`src/rtl/afifo_wr_arbiter_if.sv`:
```
`default_nettype none
// ============================================================================
//  Module   : afifo_wr_arbiter_if
//  Purpose  : Bundles the requester handshakes and the async-FIFO write port
//             that the write arbiter sits between.
//  Signals  : req_valid/req_last/req_data  - per-requester beat offer
//             req_ready                    - per-requester beat accepted
//             wfull                        - FIFO full (write domain)
//             wpush/wdata                  - FIFO write strobe and data
//             grant_id/busy                - current owner and lock status
//  Modports : master - the arbiter (drives the FIFO write port)
//             slave  - the requesters/FIFO side facing the arbiter
//  Revision : 1.0  initial release
// ============================================================================
interface afifo_wr_arbiter_if #(
  parameter int NREQ = 4,
  parameter int DW   = 32,
  parameter int IDW  = 2
);
  logic [NREQ-1:0]    req_valid;
  logic [NREQ-1:0]    req_last;
  logic [NREQ*DW-1:0] req_data;
  logic [NREQ-1:0]    req_ready;
  logic               wfull;
  logic               wpush;
  logic [DW-1:0]      wdata;
  logic [IDW-1:0]     grant_id;
  logic               busy;

  modport master (
    input  req_valid, req_last, req_data, wfull,
    output req_ready, wpush, wdata, grant_id, busy
  );

  modport slave (
    output req_valid, req_last, req_data, wfull,
    input  req_ready, wpush, wdata, grant_id, busy
  );
endinterface
`default_nettype wire

```
`src/rtl/afifo_wr_arbiter.sv`:
```
`default_nettype none
// ============================================================================
//  Module   : afifo_wr_arbiter
//  Purpose  : Round-robin, packet-locked arbiter sharing the single write port
//             of an asynchronous FIFO among NREQ write-domain requesters.
//             A grant is held from the first beat until the beat flagged
//             last, so packets never interleave in the FIFO.
//  Ports    : wclk - write-domain clock (rising edge)
//             wrst - synchronous active-high reset
//             bus  - afifo_wr_arbiter_if.master (requesters + FIFO write port)
//  Revision : 1.0  initial release
// ============================================================================
module afifo_wr_arbiter #(
  parameter int NREQ = 4,
  parameter int DW   = 32,
  parameter int IDW  = 2
) (
  input wire logic              wclk,
  input wire logic              wrst,
  afifo_wr_arbiter_if.master    bus
);

  // One extra bit so pointer + offset never overflows before the modulo fold.
  localparam int c_sum_w = IDW + 1;

  typedef enum logic [0:0] {
    ST_IDLE = 1'b0,
    ST_LOCK = 1'b1
  } state_t;

  state_t          state_q, state_d;
  logic [IDW-1:0]  rr_ptr_q, rr_ptr_d;
  logic [IDW-1:0]  grant_id_q, grant_id_d;

  logic [2*NREQ-1:0] w_valid_dbl;
  logic [NREQ-1:0]   w_valid_rot;
  logic              w_win_found;
  logic [c_sum_w-1:0] w_win_off;
  logic [c_sum_w-1:0] w_win_sum;
  logic [IDW-1:0]    w_win_id;

  logic              w_own_valid;
  logic              w_own_last;
  logic [DW-1:0]     w_own_data;

  logic              w_acc;
  logic [NREQ-1:0]   w_ready;
  logic [DW-1:0]     w_wdata;

  // --------------------------------------------------------------------------
  // Round-robin search: rotate req_valid so that bit 0 is the requester at
  // rr_ptr, take the first set bit, then map the offset back to an index.
  // --------------------------------------------------------------------------
  assign w_valid_dbl = {bus.req_valid, bus.req_valid};
  assign w_valid_rot = NREQ'(w_valid_dbl >> rr_ptr_q);

  always_comb begin
    w_win_found = 1'b0;
    w_win_off   = '0;
    for (int k = 0; k < NREQ; k++) begin
      if (!w_win_found && w_valid_rot[k]) begin
        w_win_found = 1'b1;
        w_win_off   = c_sum_w'(k);
      end
    end
    w_win_sum = {1'b0, rr_ptr_q} + w_win_off;
    if (w_win_sum >= c_sum_w'(NREQ)) begin
      w_win_id = IDW'(w_win_sum - c_sum_w'(NREQ));
    end else begin
      w_win_id = w_win_sum[IDW-1:0];
    end
  end

  // --------------------------------------------------------------------------
  // Owner select: compare-based mux avoids indexing with an IDW-wide value
  // when NREQ is not a power of two.
  // --------------------------------------------------------------------------
  always_comb begin
    w_own_valid = 1'b0;
    w_own_last  = 1'b0;
    w_own_data  = '0;
    for (int i = 0; i < NREQ; i++) begin
      if (grant_id_q == IDW'(i)) begin
        w_own_valid = bus.req_valid[i];
        w_own_last  = bus.req_last[i];
        w_own_data  = bus.req_data[i*DW +: DW];
      end
    end
  end

  // --------------------------------------------------------------------------
  // Next state and outputs. The IDLE cycle only arbitrates, which gives the
  // one-cycle bubble between packets; all write-port outputs are low there.
  // --------------------------------------------------------------------------
  always_comb begin
    state_d    = state_q;
    rr_ptr_d   = rr_ptr_q;
    grant_id_d = grant_id_q;
    w_acc      = 1'b0;
    w_ready    = '0;
    w_wdata    = '0;

    unique case (state_q)
      ST_IDLE: begin
        // wfull is deliberately ignored here: arbitration proceeds and the
        // owner simply waits in LOCK until space appears.
        if (w_win_found) begin
          grant_id_d = w_win_id;
          state_d    = ST_LOCK;
        end
      end

      ST_LOCK: begin
        w_acc   = w_own_valid & ~bus.wfull;
        w_wdata = w_own_data;
        for (int i = 0; i < NREQ; i++) begin
          w_ready[i] = w_acc && (grant_id_q == IDW'(i));
        end
        // The lock is released only by an accepted last beat; an owner that
        // stalls mid-packet keeps the port indefinitely.
        if (w_acc && w_own_last) begin
          state_d = ST_IDLE;
          if (grant_id_q == IDW'(NREQ - 1)) begin
            rr_ptr_d = '0;
          end else begin
            rr_ptr_d = grant_id_q + IDW'(1);
          end
        end
      end

      default: begin
        state_d = ST_IDLE;
      end
    endcase
  end

  always_ff @(posedge wclk) begin
    if (wrst) begin
      state_q    <= ST_IDLE;
      rr_ptr_q   <= '0;
      grant_id_q <= '0;
    end else begin
      state_q    <= state_d;
      rr_ptr_q   <= rr_ptr_d;
      grant_id_q <= grant_id_d;
    end
  end

  assign bus.wpush     = w_acc;
  assign bus.req_ready = w_ready;
  assign bus.wdata     = w_wdata;
  assign bus.grant_id  = grant_id_q;
  assign bus.busy      = (state_q == ST_LOCK);

endmodule
`default_nettype wire

```
`src/flat_wrapper.sv`:
```
// flat-port wrapper written by rule: the top's interface ports become plain ports
module afifo_wr_arbiter_flat 
#(
  parameter int NREQ = 4,
  parameter int DW   = 32,
  parameter int IDW  = 2
)
  (wclk, wrst, bus_req_valid, bus_req_last, bus_req_data, bus_wfull, bus_req_ready, bus_wpush, bus_wdata, bus_grant_id, bus_busy);
  afifo_wr_arbiter_if #(.NREQ(NREQ), .DW(DW), .IDW(IDW)) bus_i ();
  input wire logic wclk;
  input wire logic wrst;
  input wire logic [$bits(bus_i.req_valid)-1:0] bus_req_valid;
  input wire logic [$bits(bus_i.req_last)-1:0] bus_req_last;
  input wire logic [$bits(bus_i.req_data)-1:0] bus_req_data;
  input wire logic [$bits(bus_i.wfull)-1:0] bus_wfull;
  output wire logic [$bits(bus_i.req_ready)-1:0] bus_req_ready;
  output wire logic [$bits(bus_i.wpush)-1:0] bus_wpush;
  output wire logic [$bits(bus_i.wdata)-1:0] bus_wdata;
  output wire logic [$bits(bus_i.grant_id)-1:0] bus_grant_id;
  output wire logic [$bits(bus_i.busy)-1:0] bus_busy;
  assign bus_i.req_valid = bus_req_valid;
  assign bus_i.req_last = bus_req_last;
  assign bus_i.req_data = bus_req_data;
  assign bus_i.wfull = bus_wfull;
  assign bus_req_ready = bus_i.req_ready;
  assign bus_wpush = bus_i.wpush;
  assign bus_wdata = bus_i.wdata;
  assign bus_grant_id = bus_i.grant_id;
  assign bus_busy = bus_i.busy;
  afifo_wr_arbiter #(.NREQ(NREQ), .DW(DW), .IDW(IDW)) u_core (.wclk(wclk), .wrst(wrst), .bus(bus_i));
endmodule
```
`config.mk`:
```
export PLATFORM = sky130hd
export DESIGN_NAME = afifo_wr_arbiter_flat
export DESIGN_NICKNAME = d
export VERILOG_FILES = /design/src/rtl/afifo_wr_arbiter_if.sv /design/src/rtl/afifo_wr_arbiter.sv /design/src/flat_wrapper.sv
export SDC_FILE = /design/constraint.sdc
export NUM_CORES = 1
export LEC_CHECK = 0
export CORE_MARGIN = 2
export CORE_UTILIZATION = 30
export DETAILED_ROUTE_END_ITERATION = 12
export DONT_BUFFER_PORTS = 1
export GPL_TIMING_DRIVEN = 0
export PLACE_DENSITY_LB_ADDON = 0.25
export SLEW_MARGIN = 20
export SYNTH_ARGS = -nofsm -noshare
export SYNTH_HDL_FRONTEND = slang
export SYNTH_SLANG_ARGS = --single-unit
```
`constraint.sdc`:
```
create_clock -name wclk -period 2.3 [get_ports wclk]
set_clock_uncertainty 0.2 [all_clocks]
set_input_delay 0.345 -clock wclk [delete_from_list [all_inputs] [get_ports wclk]]
set_output_delay 0.345 -clock wclk [all_outputs]
set_load 0.02 [all_outputs]
```
# ---- Word level (Yosys, flattened, before mapping)
# Index checks and enable logic that the tools add are counted.
# Widths: inputs -> output; s select.
dict set report word_totals {
  word_cells 55
  register_bits 5
}
dict set report classes {
  reduce_logical 14
  n_bitwise 3
  order_cmp 1
  n_mux 27
  shift 1
  n_eq_ne 3
  addsub 3
}
# cell n
set ops {}
lappend ops {{$mux 32} 5}
lappend ops {{$mux 1} 16}
lappend ops {{$logic_and 1x1->1} 8}
lappend ops {{$mux 2} 4}
lappend ops {{$shr 8x2->4} 1}
lappend ops {{$eq 2x2->1 const B} 2}
lappend ops {{$mux 4} 1}
lappend ops {{$reduce_and 2->1} 2}
lappend ops {{$add 2x2->3} 1}
lappend ops {{$ge 3x3->1 const B} 1}
lappend ops {{$logic_not 1->1} 3}
lappend ops {{$add 2x1->2 const B} 1}
lappend ops {{$eq 2x1->1 const B} 1}
lappend ops {{$logic_not 2->1} 1}
lappend ops {{$not 1->1} 2}
lappend ops {{$pmux 1 s2} 1}
lappend ops {{$sub 2x1->2 const B} 1}
lappend ops {{$and 1x1->1} 1}

# ---- Depth between registers and ports, before layout
# Gate-level depths: netlist (run 1).
dict set report logic_depth {
  depth_word 14
  mapped_depth 10
}

# ---- Worst setup path before layout (run 1)
# No wires, ideal clock.
dict set report synth_timing {
  kind {reg2out}
  start {register u_core.grant_id_q[1], in the netlist u_core.bus.grant_id[1]}
  end {output bus_wdata[10]}
  path_stages_with_launch 10
  required_ns 1.755
  slack_ns -0.195
  n_path_buf 3
  arrival_time_ns 1.950
  path_cell_list {dfxtp_1 inv_1 ha_1 buf_2 nor2b_1 clkbuf_1 clkbuf_1 a22oi_1 o21ai_0 a22o_1}
}
dict set report synth_via {
  elab_chain_len 6
  elab_cells_between_ends 9
  classes_between {3 x eq/ne; 5 x mux; 1 x reduce/logical}
}
# item line_no
set synth_rtl {}
lappend synth_rtl {{start, declared} afifo_wr_arbiter.sv:33} ;# logic [IDW-1:0] grant_id_q, grant_id_d;
lappend synth_rtl {{start signal, assigned} afifo_wr_arbiter.sv:145} ;# grant_id_q <= grant_id_d;
lappend synth_rtl {{$logic_not 2->1} afifo_wr_arbiter.sv:83} ;# if (grant_id_q == IDW'(i)) begin
lappend synth_rtl {{$mux 32 (3 in a row)} afifo_wr_arbiter.sv:83}
lappend synth_rtl {{$mux 32 (*)} afifo_wr_arbiter.sv:83}
lappend synth_rtl {{$mux 32 (*)} afifo_wr_arbiter.sv:103} ;# unique case (state_q)
lappend synth_rtl {{end, declared} flat_wrapper.sv:18} ;# output wire logic [$bits(bus_i.wdata)-1:0] bus_wdata;
# Mark *: on every way between the ends. The rest lies on a longest branch, timed or not.

# ---- Worst setup path in the final report (run 1)
dict set report layout_timing {
  start {register u_core.grant_id_q[0], in the netlist u_core.bus.grant_id[0]}
  end {output bus_req_ready[1]}
}
dict set report layout_via {
  elab_chain_len 8
  elab_cells_between_ends 11
  classes_between {3 x eq/ne; 5 x mux; 1 x bitwise; 2 x reduce/logical}
}
# item line_no
set layout_rtl {}
lappend layout_rtl {{$logic_not 2->1} afifo_wr_arbiter.sv:83}
lappend layout_rtl {{$mux 1 (4 in a row)} afifo_wr_arbiter.sv:83}
lappend layout_rtl {{$and 1x1->1} afifo_wr_arbiter.sv:114} ;# w_acc = w_own_valid & ~bus.wfull;
lappend layout_rtl {{$logic_and 1x1->1 (*)} afifo_wr_arbiter.sv:117} ;# w_ready[i] = w_acc && (grant_id_q == IDW'(i));
lappend layout_rtl {{$mux 4 (*)} afifo_wr_arbiter.sv:103}
lappend layout_rtl {{end, declared} flat_wrapper.sv:16} ;# output wire logic [$bits(bus_i.req_ready)-1:0] bus_req_ready;
# Marked as above.

==> results of run 1 <==
-- logic make-up after synthesis --
group | count (synthesis)
compound gates | 108
simple gates | 68
buf+inv | 29
fa+ha+maj | 5
flops | 5
mux | 4
xor+xnor | 2
-- worst max-delay path, delay by kind of cell (launching register included) --
family,cells,cell delay (ns)
AOI/OAI and AO/OA,2,0.67
DFF,1,0.43
and+or+nand+nor,2,0.37
adders and majority gates,1,0.17
buffers and inverters,1,0.06
-- path summary, 6_finish.rpt --
kind / from / to / slack [ns] / cells after the start
worst max-delay path: u_core.bus.grant_id[0] / bus_req_ready[1] / -0.19 / 6
worst min-delay path: wrst / u_core.rr_ptr_q[1] / 0.11 / 2
worst max register to register: u_core.bus.grant_id[0] / u_core.rr_ptr_q[0] / 0.01 / 7
worst min register to register: u_core.rr_ptr_q[1] / u_core.rr_ptr_q[1] / 0.37 / 2
-- registers in the layout, indices dropped and copies added, names as in the netlist --
register             cells
u_core.bus.grant_id      2
u_core.rr_ptr_q          2
u_core.bus.busy          1
-- what timing repair did --
action	CTS	global route
gates cloned	1	2
setup endpoints to repair	39	37
gates resized for setup	79	75
hold endpoints to repair	2	0
buffers inserted	6	2
pin swaps	4	36
hold buffers	1	0
-- final cells by class --
type | instances | area [um^2]
tap | 52 | 65.1
timing repair buffer | 12 | 151
clock buffer | 4 | 45.0
buffer | 24 | 206
multi-input combinational | 187 | 1410
sequential | 5 | 108
fill | 460 | 2430
inverter | 5 | 21.3
-- routing by layer --
metal | vias to the layer above | wire length [um]
met3 | 4 | 495
met1 | 862 | 2440
met4 | 0 | 42
li1 | 869 | -
met2 | 105 | 3110
met5 | - | 0
-- cells in the final DEF, fill, tap and decap left out, types with 3 or more instances in the layout --
master | netlist | final
sky130_fd_sc_hd__a22o_1 | 31 | 3
sky130_fd_sc_hd__buf_8 | 0 | 6
sky130_fd_sc_hd__nand2b_1 | 3 | 3
sky130_fd_sc_hd__nand2_1 | 39 | 39
sky130_fd_sc_hd__o21ai_0 | 35 | 3
sky130_fd_sc_hd__a22oi_2 | 0 | 18
sky130_fd_sc_hd__a22oi_1 | 33 | 15
sky130_fd_sc_hd__o21ai_1 | 0 | 30
sky130_fd_sc_hd__clkbuf_8 | 0 | 3
sky130_fd_sc_hd__buf_6 | 0 | 3
sky130_fd_sc_hd__dfxtp_1 | 5 | 3
sky130_fd_sc_hd__buf_4 | 0 | 7
sky130_fd_sc_hd__nor2_1 | 12 | 9
sky130_fd_sc_hd__clkbuf_16 | 0 | 3
sky130_fd_sc_hd__a21oi_1 | 3 | 3
sky130_fd_sc_hd__clkbuf_1 | 19 | 4
sky130_fd_sc_hd__a22o_2 | 0 | 28
sky130_fd_sc_hd__clkbuf_2 | 1 | 8
-- per-stage QoR --
stage	instance area, um^2	setup slack, ns
after global placement	1490	-0.487
after global routing	2010	-0.244
after CTS	1770	-0.200
final	2010	-0.189
after detailed placement	1490	-0.489
after floorplan	1430	0.00190
-- report_power, final --
group          internal, mW  switching (mW)  total [mW]  leakage (nW)
Combinational         0.330           0.390       0.720         0.709
Sequential           0.0935          0.0196       0.113        0.0424
Clock                 0.119          0.0417       0.161        0.0228
-- cell usage after synthesis (all sizes together) --
| cell | instances | area (um^2) |
|---|---|---|
| a22o | 31 | 272 |
| clkbuf | 20 | 76.3 |
| nor2b | 2 | 12.5 |
| dfxtp | 5 | 100 |
| o2bb2ai | 1 | 8.76 |
| nand2b | 3 | 18.8 |
| a21oi | 4 | 23.8 |
| inv | 5 | 18.8 |
| mux2 | 1 | 15.0 |
| buf | 4 | 18.8 |
| nor3b | 1 | 7.51 |
| o211ai | 1 | 7.51 |
| mux4 | 1 | 22.5 |
| nor4 | 1 | 6.26 |
| a2111o | 1 | 11.3 |
| nor3 | 2 | 10.0 |
| o21ai | 35 | 175 |
| nand3 | 3 | 20.0 |
| mux2i | 2 | 20.0 |
| o311ai | 1 | 8.76 |
| a22oi | 33 | 248 |
| or4 | 1 | 7.51 |
| and2 | 4 | 28.8 |
| ha | 5 | 62.6 |
| nor2 | 12 | 45.0 |
| xnor2 | 2 | 17.5 |
| nand2 | 39 | 146 |
| o22ai | 1 | 6.26 |
==> load_flow_metrics.sql, run 1 <==
INSERT INTO impl_metrics (metric_group, metric, value, unit) VALUES
('status', 'run_status', 'complete, but fails checks', ''),
('status', 'violations', 'negative setup slack', ''),
('timing', 'finalWorstSetupSlack', '-0.189', 'ns'),
('clock_tree', 'cts_made_buffers', '3', ''),
('grt', 'groute.usage.overall', '0.202', ''),
('timing', 'clock.fmax', '402', 'MHz'),
('grt', 'first_global_vias', '1703', ''),
('power_and_ir_drop', 'leakagePower', '0.775', 'nW'),
('synth', 'xor_xnor_cell_area_share_of_the_yosys_netlist', '0.0124', ''),
('synth', 'synthAdderAreaFrac', '0.0442', ''),
('floorplan', 'chipHeight', '72.7', 'um'),
('timing', 'fin_setup_tns', '-3.30', 'ns'),
('final_layout', 'utilization', '0.452', ''),
('floorplan', 'effective_utilization_at_floorplan', '0.318', ''),
('clock_tree', 'clock-sinks', '5', ''),
('grt', 'grt.met1_usage', '0.262', ''),
('clock_tree', 'cts_tree', 'done', ''),
('synth', 'synth_top_family_by_area', 'compound AO/OA/AOI/OAI gates', ''),
('synth', 'post_synth_and_or_nand_nor_area_fraction', '0.214', ''),
('clock_tree', 'clock_tree.root_cell', 'sky130_fd_sc_hd__clkbuf_8', ''),
('setup_path', 'endpoint_kind', 'output pin', ''),
('grt', 'grt_overflow', '0', ''),
('place', 'io_buffer_count', '0', ''),
('timing', 'min_period_over_period', '1.08', ''),
('timing', 'hold_slack', '0.111', 'ns'),
('synth', 'ys_seq_elements', '5', ''),
('grt', 'grt-busiest-layer', 'met2', ''),
('final_layout', 'areaGrowthSynthToFinish', '42.0', '%'),
('worst_hold_path', 'min_path_type', 'in -> reg', ''),
('drt', 'routed-via-count', '1840', ''),
('grt', 'groute.layer.met2.usage', '0.361', ''),
('clock_tree', 'cts.reportedPaths.clkPinSlew', '0.03', 'ns'),
('drt', 'final_antenna_net_count', '0', ''),
('drt', 'detail_route.first_pass.iterations', '4', ''),
('setup_path', 'slowest_stage', 'sky130_fd_sc_hd__dfxtp_4', ''),
('synth', 'synth.yosys.warnings', '0', ''),
('synth', 'post_synthesis_compound_gate_area_fraction', '0.538', ''),
('power_and_ir_drop', 'vdd_drop_max', '378', 'uV'),
('floorplan', 'floorplan.die_area', '5280', 'um^2'),
('final_layout', 'number_of_diodes', '0', ''),
('drt', 'wl', '6.08', 'mm'),
('drt', 'drt-vias-per-instance', '6.37', ''),
('synth', 'synth.net_count', '365', ''),
('timing', 'grt_setup_unrepaired', 'yes', ''),
('synth', 'post_synthesis_cell_type_count', '34', ''),
('setup_path', 'critical_path.cell_chain', 'inv_4, ha_4, nor3b_1, a2111o_1, a21oi_4, and2_4', ''),
('synth', 'avgSynthCellArea', '6.40', 'um^2'),
('drt', 'average_wire_length_per_cell_after_detail_routing', '21.0', 'um'),
('clock_tree', 'cts_max_path_buffers', '2', ''),
('final_layout', 'final-instance-count-excl-fill', '289', ''),
('final_layout', 'design.final.nets', '382', ''),
('clock_tree', 'cts_max_level', '1', ''),
('power_and_ir_drop', 'power_density', '494', 'nW/um^2'),
('synth', 'mappedNetlistArea', '1420', 'um^2'),
('setup_path', 'critPathLaunchType', 'register', ''),
('grt', 'global_route_wire_length_before_repair', '8.56', 'mm'),
('synth', 'muxShareOfSynthArea', '0.0407', ''),
('grt', 'grt_use_met3', '0.0345', ''),
('job', 'timing.max_cap.violations', '0', ''),
('synth', 'synthesis.instances', '221', ''),
('drt', 'initial_drt_markers', '93', ''),
('grt', 'antenna_found_initial', '0', ''),
('timing', 'setup_viol_count_final', '34', ''),
('timing', 'relSlewSlack', '0.588', ''),
('place', 'post-place-cells', '273', ''),
('power_and_ir_drop', 'total_power', '0.993', 'mW'),
('floorplan', 'placementRows', '24', ''),
('setup_path', 'worst_path_largest_cell_delay', '0.43', 'ns'),
('timing', 'final_max_slew_viol_count', '0', ''),
('final_layout', 'drive_gt1_frac', '0.439', ''),
('floorplan', 'die-width', '72.7', 'um');
Power figures use the tool's default switching activity.
==> run 2, diff against run 1 <==
- ABC_AREA: default -> 1
==> run 2 against run 1 <==
The flow still finishes with violations (negative setup slack). Fmax rose by 7.8%. Worst setup slack improved by 0.18 ns. Sequential power rose by 16%. Power rose by 73%. Flip-flop and latch count did not move.
==> load_flow_metrics.sql, run 2 <==
INSERT INTO impl_metrics (metric_group, metric, value, unit) VALUES
('final_layout', 'design.final.nets', '478', ''),
('synth', 'yosys.cell_count.top_type', 'sky130_fd_sc_hd__o21ai_0', ''),
('drt', 'met1_length', '3.02', 'mm'),
('setup_path', 'worst_r2r_startpoint', 'u_core.rr_ptr_q[1]', ''),
('drt', 'wl', '8.30', 'mm'),
('synth', 'area_leader_netlist', 'sky130_fd_sc_hd__o21ai_0', ''),
('timing', 'clock.fmax', '433', 'MHz'),
('drt', 'route.detailed.drc', '0', ''),
('power_and_ir_drop', 'combPwrFrac', '0.827', ''),
('floorplan', 'floorplan.die_area', '6040', 'um^2'),
('timing', 'report.final.hold_viol_count', '0', ''),
('grt', 'global_route_wire_length_before_repair', '11.7', 'mm'),
('final_layout', 'number_of_diodes', '0', ''),
('setup_path', 'critical_path_peak_fanout', '5', ''),
('drt', 'maxUsedRoutingLayer', 'met4', ''),
('setup_path', 'worst-path-buf-inv', '3', ''),
('synth', 'yosys-top-cells-count', '93 x sky130_fd_sc_hd__o21ai_0, 67 x sky130_fd_sc_hd__a21oi_1, 49 x sky130_fd_sc_hd__nor2_1, 24 x sky130_fd_sc_hd__nand2_1, 14 x sky130_fd_sc_hd__clkbuf_1', ''),
('synth', 'synth_enable_flop_cells', '0', ''),
('synth', 'synth_top_family_by_area', 'compound AO/OA/AOI/OAI gates', ''),
('setup_path', 'crit_path_max_delay_family', 'compound AO/OA/AOI/OAI gates', ''),
('grt', 'grt_overflow', '0', ''),
('final_layout', 'register_area', '110', 'um^2'),
('synth', 'yosys.area.top_type_share', '0.285', ''),
('power_and_ir_drop', 'clock_share_of_power', '0.097', ''),
('setup_path', 'slowest_stage', 'sky130_fd_sc_hd__dfxtp_4', ''),
('synth', 'synth.yosys.warnings', '0', ''),
('clock_tree', 'cts.reportedPaths.clkPinSlew', '0.04', 'ns'),
('synth', 'synth.net_count', '462', ''),
('clock_tree', 'clock_tree.root_cell', 'sky130_fd_sc_hd__clkbuf_8', ''),
('setup_path', 'critPathRequiredTime', '1.75', 'ns'),
('clock_tree', 'cts_max_level', '1', ''),
('drt', 'final_antenna_net_count', '0', ''),
('setup_path', 'critical_path_cell_count', '8', ''),
('final_layout', 'most-common-layout-cells', '52 x sky130_fd_sc_hd__o21ai_1, 44 x sky130_fd_sc_hd__nor2_1, 35 x sky130_fd_sc_hd__a21oi_1', ''),
('worst_hold_path', 'min_path_type', 'in -> reg', ''),
('power_and_ir_drop', 'internal_power', '0.765', 'mW'),
('setup_path', 'critical-path-top-cell-by-count', 'sky130_fd_sc_hd__o21ai_1', ''),
('timing', 'hold_slack', '0.118', 'ns'),
('synth', 'post_synthesis_compound_gate_area_fraction', '0.523', ''),
('final_layout', 'areaGrowthSynthToFinish', '54.4', '%'),
('setup_path', 'endpoint_kind', 'output pin', ''),
('floorplan', 'io_pins', '179', ''),
('synth', 'post_synth_and_or_nand_nor_area_fraction', '0.245', ''),
('floorplan', 'placementRows', '26', ''),
('timing', 'slew_at_the_pin_closest_to_its_max_slew_limit', '0.420', 'ns'),
('status', 'run_status', 'complete, but fails checks', ''),
('final_layout', 'multi_input_gate_area', '1740', 'um^2'),
('synth', 'synth-async-reset-ratio', '0', ''),
('synth', 'synthesis.instances', '318', ''),
('job', 'timing.max_cap.violations', '0', ''),
('timing', 'relSlewSlack', '0.717', ''),
('final_layout', 'post-route-cell-area', '2520', 'um^2'),
('power_and_ir_drop', 'vdd_drop_max', '343', 'uV'),
('clock_tree', 'cts_tree', 'done', ''),
('final_layout', 'fillers', '543', ''),
('place', 'post-place-cells', '388', ''),
('worst_hold_path', 'min_path_cells', '3', ''),
('synth', 'xor_xnor_cell_area_share_of_the_yosys_netlist', '0.00537', ''),
('floorplan', 'die-width', '77.7', 'um'),
('synth', 'synth.top_cells.by_area', 'sky130_fd_sc_hd__o21ai_0 29%, sky130_fd_sc_hd__a21oi_1 21%, sky130_fd_sc_hd__nor2_1 11%', ''),
('synth', 'avgSynthCellArea', '5.13', 'um^2'),
('timing', 'grt_setup_unrepaired', 'yes', ''),
('timing', 'setup_viol_count_final', '2', ''),
('timing', 'finalWorstSetupSlack', '-0.00835', 'ns'),
('floorplan', 'effective_utilization_at_floorplan', '0.315', ''),
('synth', 'post_synthesis_cell_type_count', '24', ''),
('synth', 'muxShareOfSynthArea', '0', ''),
('grt', 'groute.usage.overall', '0.239', ''),
('final_layout', 'most_common_cell_after_layout_fill_and_taps_aside', 'sky130_fd_sc_hd__o21ai_1', ''),
('power_and_ir_drop', 'p_sw', '0.953', 'mW'),
('grt', 'first_global_vias', '2326', ''),
('drt', 'met2_length', '4.33', 'mm'),
('clock_tree', 'cts_made_buffers', '3', ''),
('place', 'gp_congestion', '0.800', ''),
('synth', 'synth-seq-area-share', '0.0613', ''),
('final_layout', 'drive_gt1_frac', '0.339', ''),
('drt', 'initial_drt_markers', '117', ''),
('grt', 'antenna_found_initial', '0', ''),
('power_and_ir_drop', 'leakagePower', '0.935', 'nW'),
('setup_path', 'worst_path_largest_cell_delay', '0.41', 'ns'),
('setup_path', 'critPathLaunchType', 'register', ''),
('drt', 'drt-vias-per-instance', '6.19', ''),
('timing', 'final_max_slew_viol_count', '0', ''),
('setup_path', 'r2r.worst_path.cells', '13', ''),
('power_and_ir_drop', 'power_density', '682', 'nW/um^2'),
('clock_tree', 'post_cts_hold_buffer_count', '0', ''),
('power_and_ir_drop', 'p_sw_frac', '0.554', ''),
('drt', 'routed-via-count', '2495', ''),
('synth', 'ys_seq_elements', '5', ''),
('clock_tree', 'insertion_delay', '0.22', 'ns'),
('floorplan', 'chipHeight', '77.7', 'um'),
('grt', 'grt_start_max_net_pins', '11', ''),
('place', 'post_dp_cell_area', '1720', 'um^2'),
('drt', 'average_wire_length_per_cell_after_detail_routing', '20.6', 'um'),
('power_and_ir_drop', 'seq_power_share', '0.076', ''),
('setup_path', 'worst-endpoint-arrival', '1.76', 'ns'),
('synth', 'mappedNetlistArea', '1630', 'um^2'),
('drt', 'wl_met3', '771', 'um'),
('clock_tree', 'clock-sinks', '5', ''),
('timing', 'period_minus_slack', '2.31', 'ns'),
('worst_hold_path', 'worstHoldStart', 'wrst', ''),
('clock_tree', 'cts_max_path_buffers', '2', ''),
('synth', 'dominantRegCellSynth', 'sky130_fd_sc_hd__dfxtp_1', ''),
('setup_path', 'critical_path.cell_chain', 'inv_4, ha_4, inv_8, bufbuf_16, nor2_1, o21ai_1, o21ai_1, a21oi_4', ''),
('setup_path', 'crit_path_start', 'u_core.bus.grant_id[1]', ''),
('place', 'io_buffer_count', '0', ''),
('place', 'hpwlAfterDp', '5.70', 'mm'),
('floorplan', 'fp.coreArea', '5170', 'um^2'),
('drt', 'detail_route.first_pass.iterations', '8', ''),
('final_layout', 'final-instance-count-excl-fill', '403', ''),
('setup_path', 'worstSetupPathType', 'reg -> out', ''),
('timing', 'min_period_over_period', '1.00', ''),
('synth', 'synthAdderAreaFrac', '0.0383', ''),
('status', 'violations', 'negative setup slack', '');
[run 2: changes by cell type in the layout (fill, tap and decap cells not counted), sizes merged, moves of 11 or more]
cell,change
o21ai,+64
a21oi,+63
nor2,+38
a22oi,-33
a22o,-31
inv,+11
[run 2: what timing repair did]
| action | in CTS | in global routing |
|---|---|---|
| pin swaps | 40 | 36 |
| setup endpoints to repair | 37 | 37 |
| gates cloned | 2 | 2 |
| setup buffers | 8 | 0 |
| gates resized for setup | 145 | 71 |
[run 2: kinds of logic (layout without fill, tap and decap cells)]
family                   count (synthesis)  after routing
AO/OA/AOI/OAI                          169            169
AND/OR/NAND/NOR                         93             93
buffers and inverters                   45             60
adder cells (fa/ha/maj)                  5              5
flip-flops                               5              5
XOR/XNOR                                 1              1
[run 2: path summary, 6_finish.rpt]
| path | to | slack (ns) |
|---|---|---|
| max | bus_wdata[16] | -0.008 |
| min | u_core.rr_ptr_q[0] | 0.12 |
| max reg2reg | u_core.bus.grant_id[1] | 0.32 |
| min reg2reg | u_core.rr_ptr_q[0] | 0.34 |
[run 2: area by class of cell]
type | instances | area share
Buffer | 28 | 0.107
Timing Repair Buffer | 11 | 0.0715
Inverter | 16 | 0.0303
Timing Repair inverter | 1 | 0.00248
Sequential cell | 5 | 0.0437
Clock buffer | 4 | 0.0179
Multi-Input combinational cell | 268 | 0.692
Tap cell | 70 | 0.0348
[run 2: worst register-to-register path, delay by kind of cell (launching register included)]
| kind | cells | cell delay [ns] |
|---|---|---|
| and+or+nand+nor | 8 | 0.58 |
| DFF | 1 | 0.29 |
| buffers and inverters | 2 | 0.26 |
| AOI/OAI and AO/OA | 1 | 0.18 |
| adders and majority gates | 1 | 0.18 |
| xor gates and xnor gates | 1 | 0.18 |
[run 2: per-stage QoR]
stage	power, mW	setup TNS [ns]	worst slack, ns	util
3_5_place_dp	1.00	-8.73	-0.540	0.332
6_report	1.72	-0.0160	-0.00835	0.487
4_1_cts	1.47	-0.901	-0.0695	0.423
5_1_grt	1.82	-0.374	-0.0813	0.487
3_3_place_gp	0.990	-8.39	-0.529	0.332
2_1_floorplan	0.836	0	0.0128	-
[run 2: layer usage]
layer  vias up  GRT usage
met1      1163      0.270
met2       165      0.457
met4         0     0.0357
met3        20     0.0547
met5         -          0
li1       1147          -
[run 2: power groups by stage]
stage	logic (mW)	registers [mW]	clock network (mW)
floorplan	0.718	0.118	0
global placement	0.864	0.126	0
detailed placement	0.876	0.126	0
CTS	1.18	0.130	0.168
global route	1.51	0.134	0.174
finish	1.42	0.131	0.167
==> run 3, diff against run 2 <==
- CORE_AREA: default -> 2 2 70 72
- CORE_MARGIN: 2 -> default
- CORE_UTILIZATION: 30 -> default
- DIE_AREA: default -> 0 0 72 74
==> run 3 against run 2 <==
The flow still finishes with violations (negative setup slack). Clock power decreased by 4%. Flip-flop and latch count unchanged. Final cell count is 4.7% lower. Fmax grew 0.23%. Worst hold slack improved by 0.0081 ns. Largest cell class unchanged.
==> load_flow_metrics.sql, run 3 (same netlist as run 2, synthesis figures left out) <==
INSERT INTO impl_metrics (metric_group, metric, value, unit) VALUES
('place', 'hpwlAfterDp', '5.62', 'mm'),
('grt', 'first_global_vias', '2117', ''),
('drt', 'wl', '7.56', 'mm'),
('floorplan', 'fp.coreArea', '4600', 'um^2'),
('floorplan', 'placementRows', '25', ''),
('clock_tree', 'cts.reportedPaths.clkPinSlew', '0.03', 'ns'),
('setup_path', 'worst-path-buf-inv', '3', ''),
('timing', 'min_period_over_period', '1.00', ''),
('drt', 'final_antenna_net_count', '0', ''),
('setup_path', 'crit_path_max_delay_family', 'compound AO/OA/AOI/OAI gates', ''),
('setup_path', 'worst_path_largest_cell_delay', '0.38', 'ns'),
('final_layout', 'post-route-cell-area', '2300', 'um^2'),
('timing', 'setup_viol_count_final', '1', ''),
('floorplan', 'chipHeight', '74', 'um'),
('timing', 'finalWorstSetupSlack', '-0.00295', 'ns'),
('status', 'violations', 'negative setup slack', ''),
('final_layout', 'fillers', '509', ''),
('power_and_ir_drop', 'leakagePower', '0.867', 'nW'),
('clock_tree', 'cts_made_buffers', '3', ''),
('floorplan', 'effective_utilization_at_floorplan', '0.355', ''),
('place', 'gp_congestion', '0.835', ''),
('job', 'timing.max_cap.violations', '0', ''),
('setup_path', 'slowest_stage', 'sky130_fd_sc_hd__dfxtp_4', ''),
('drt', 'drt-vias-per-instance', '6.29', ''),
('place', 'detailedPlace.worstSlack', '-0.411', 'ns'),
('grt', 'groute.usage.overall', '0.242', ''),
('setup_path', 'critical_path.cell_chain', 'inv_4, ha_4, buf_8, buf_6, a21oi_1, o21ai_0, o21ai_1, a21oi_4', ''),
('timing', 'clock.fmax', '434', 'MHz'),
('grt', 'grt_start_max_net_pins', '11', ''),
('drt', 'routed-via-count', '2417', ''),
('setup_path', 'critPathLaunchType', 'register', ''),
('power_and_ir_drop', 'vdd_drop_max', '421', 'uV'),
('timing', 'grt_setup_unrepaired', 'yes', ''),
('drt', 'detail_route.first_pass.iterations', '5', ''),
('place', 'post_dp_cell_area', '1700', 'um^2'),
('clock_tree', 'cts_max_path_buffers', '2', ''),
('grt', 'grt_overflow', '0', ''),
('final_layout', 'utilization', '0.501', ''),
('timing', 'slew_at_the_pin_closest_to_its_max_slew_limit', '0.419', 'ns'),
('setup_path', 'worstSetupPathType', 'reg -> out', ''),
('final_layout', 'drive_gt1_frac', '0.306', ''),
('final_layout', 'design.final.nets', '475', ''),
('status', 'run_status', 'complete, but fails checks', ''),
('clock_tree', 'cts_tree', 'done', ''),
('clock_tree', 'insertion_delay', '0.22', 'ns'),
('setup_path', 'critical_path_peak_fanout', '10', ''),
('setup_path', 'endpoint_kind', 'output pin', ''),
('setup_path', 'worst-endpoint-arrival', '1.76', 'ns'),
('power_and_ir_drop', 'power_density', '689', 'nW/um^2'),
('timing', 'hold_slack', '0.126', 'ns'),
('final_layout', 'most-common-layout-cells', '47 x sky130_fd_sc_hd__nor2_1, 47 x sky130_fd_sc_hd__o21ai_0, 46 x sky130_fd_sc_hd__o21ai_1', ''),
('timing', 'period_minus_slack', '2.30', 'ns'),
('place', 'io_buffer_count', '0', ''),
('setup_path', 'critPathRequiredTime', '1.75', 'ns'),
('floorplan', 'die-width', '72', 'um'),
('grt', 'global_route_wire_length_before_repair', '10.3', 'mm'),
('drt', 'initial_drt_markers', '170', ''),
('clock_tree', 'clock-sinks', '5', ''),
('clock_tree', 'cts_max_level', '1', ''),
('final_layout', 'number_of_diodes', '0', ''),
('timing', 'final_max_slew_viol_count', '0', ''),
('timing', 'relSlewSlack', '0.717', ''),
('final_layout', 'areaGrowthSynthToFinish', '41.1', '%'),
('timing', 'fin_setup_tns', '-0.00295', 'ns'),
('drt', 'route.detailed.drc', '0', ''),
('clock_tree', 'clock_tree.root_cell', 'sky130_fd_sc_hd__clkbuf_8', ''),
('floorplan', 'io_pins', '179', ''),
('timing', 'report.final.hold_viol_count', '0', ''),
('floorplan', 'floorplan.die_area', '5330', 'um^2'),
('grt', 'antenna_found_initial', '0', ''),
('drt', 'average_wire_length_per_cell_after_detail_routing', '19.7', 'um'),
('worst_hold_path', 'min_path_type', 'in -> reg', '');
-- run 3: cell count changes in the layout (fill, tap and decap cells not counted), moves of 2 or more --
cell / before / now
sky130_fd_sc_hd__buf_12: 3 / 0
sky130_fd_sc_hd__o21ai_2: 13 / 6
sky130_fd_sc_hd__clkbuf_8: 3 / 5
sky130_fd_sc_hd__a21oi_2: 3 / 14
sky130_fd_sc_hd__buf_2: 1 / 4
sky130_fd_sc_hd__nor2_2: 4 / 2
sky130_fd_sc_hd__buf_8: 8 / 5
sky130_fd_sc_hd__a21oi_4: 29 / 18
sky130_fd_sc_hd__o21ai_0: 34 / 47
sky130_fd_sc_hd__nor2_1: 44 / 47
sky130_fd_sc_hd__o21ai_1: 52 / 46
-- run 3: timing repair --
item / CTS / global route
hold buffers: 0 / 0
cloned: 1 / 2
gates resized for setup: 113 / 59
pin swaps: 22 / 28
setup endpoints to repair: 37 / 37
setup buffers: 4 / 2
-- run 3: worst min-delay path: stages --
cell and delay [ns]:
sky130_fd_sc_hd__inv_1 0.06, sky130_fd_sc_hd__nand2_1 0.07, sky130_fd_sc_hd__nor2_1 0.03
-- run 3: worst paths after layout --
check                         start                endpoint  slack [ns]  cells past startpoint
max          u_core.bus.grant_id[0]           bus_wdata[28]      -0.003                      8
min                            wrst  u_core.bus.grant_id[1]        0.13                      3
max reg2reg      u_core.rr_ptr_q[1]  u_core.bus.grant_id[1]        0.33                     13
min reg2reg      u_core.rr_ptr_q[0]      u_core.rr_ptr_q[0]        0.35                      2
-- run 3: routing by layer --
metal,part of all wire,up-vias,GRT usage
li1,-,1135,-
met1,0.37,1108,0.300
met2,0.51,156,0.434
met3,0.099,18,0.0569
met4,0.019,0,0.0461
met5,0,-,0
-- run 3: layout make-up --
cell class | instances | area [um^2] | area share
plain buffers | 28 | 246 | 0.107
inverters | 16 | 76.3 | 0.0332
clock buffers | 4 | 45.0 | 0.0196
well taps | 54 | 67.6 | 0.0293
repair buffers | 9 | 123 | 0.0533
flip-flops and latches | 5 | 110 | 0.0478
multi-input cells | 268 | 1630 | 0.710
-- run 3: where the power goes --
group          leakage [nW]  internal, mW  switching [mW]  total, mW
registers            0.0430         0.100          0.0298      0.130
clock network        0.0228         0.119          0.0421      0.161
logic                 0.801         0.488           0.806       1.29
total                 0.867         0.707           0.878       1.59
-- run 3: metrics by stage --
stage	std cells	total power, mW
after global placement	372	0.992
after floorplan	318	0.836
after detailed placement	372	1.01
final	384	1.59
after global routing	384	1.70
after CTS	380	1.40
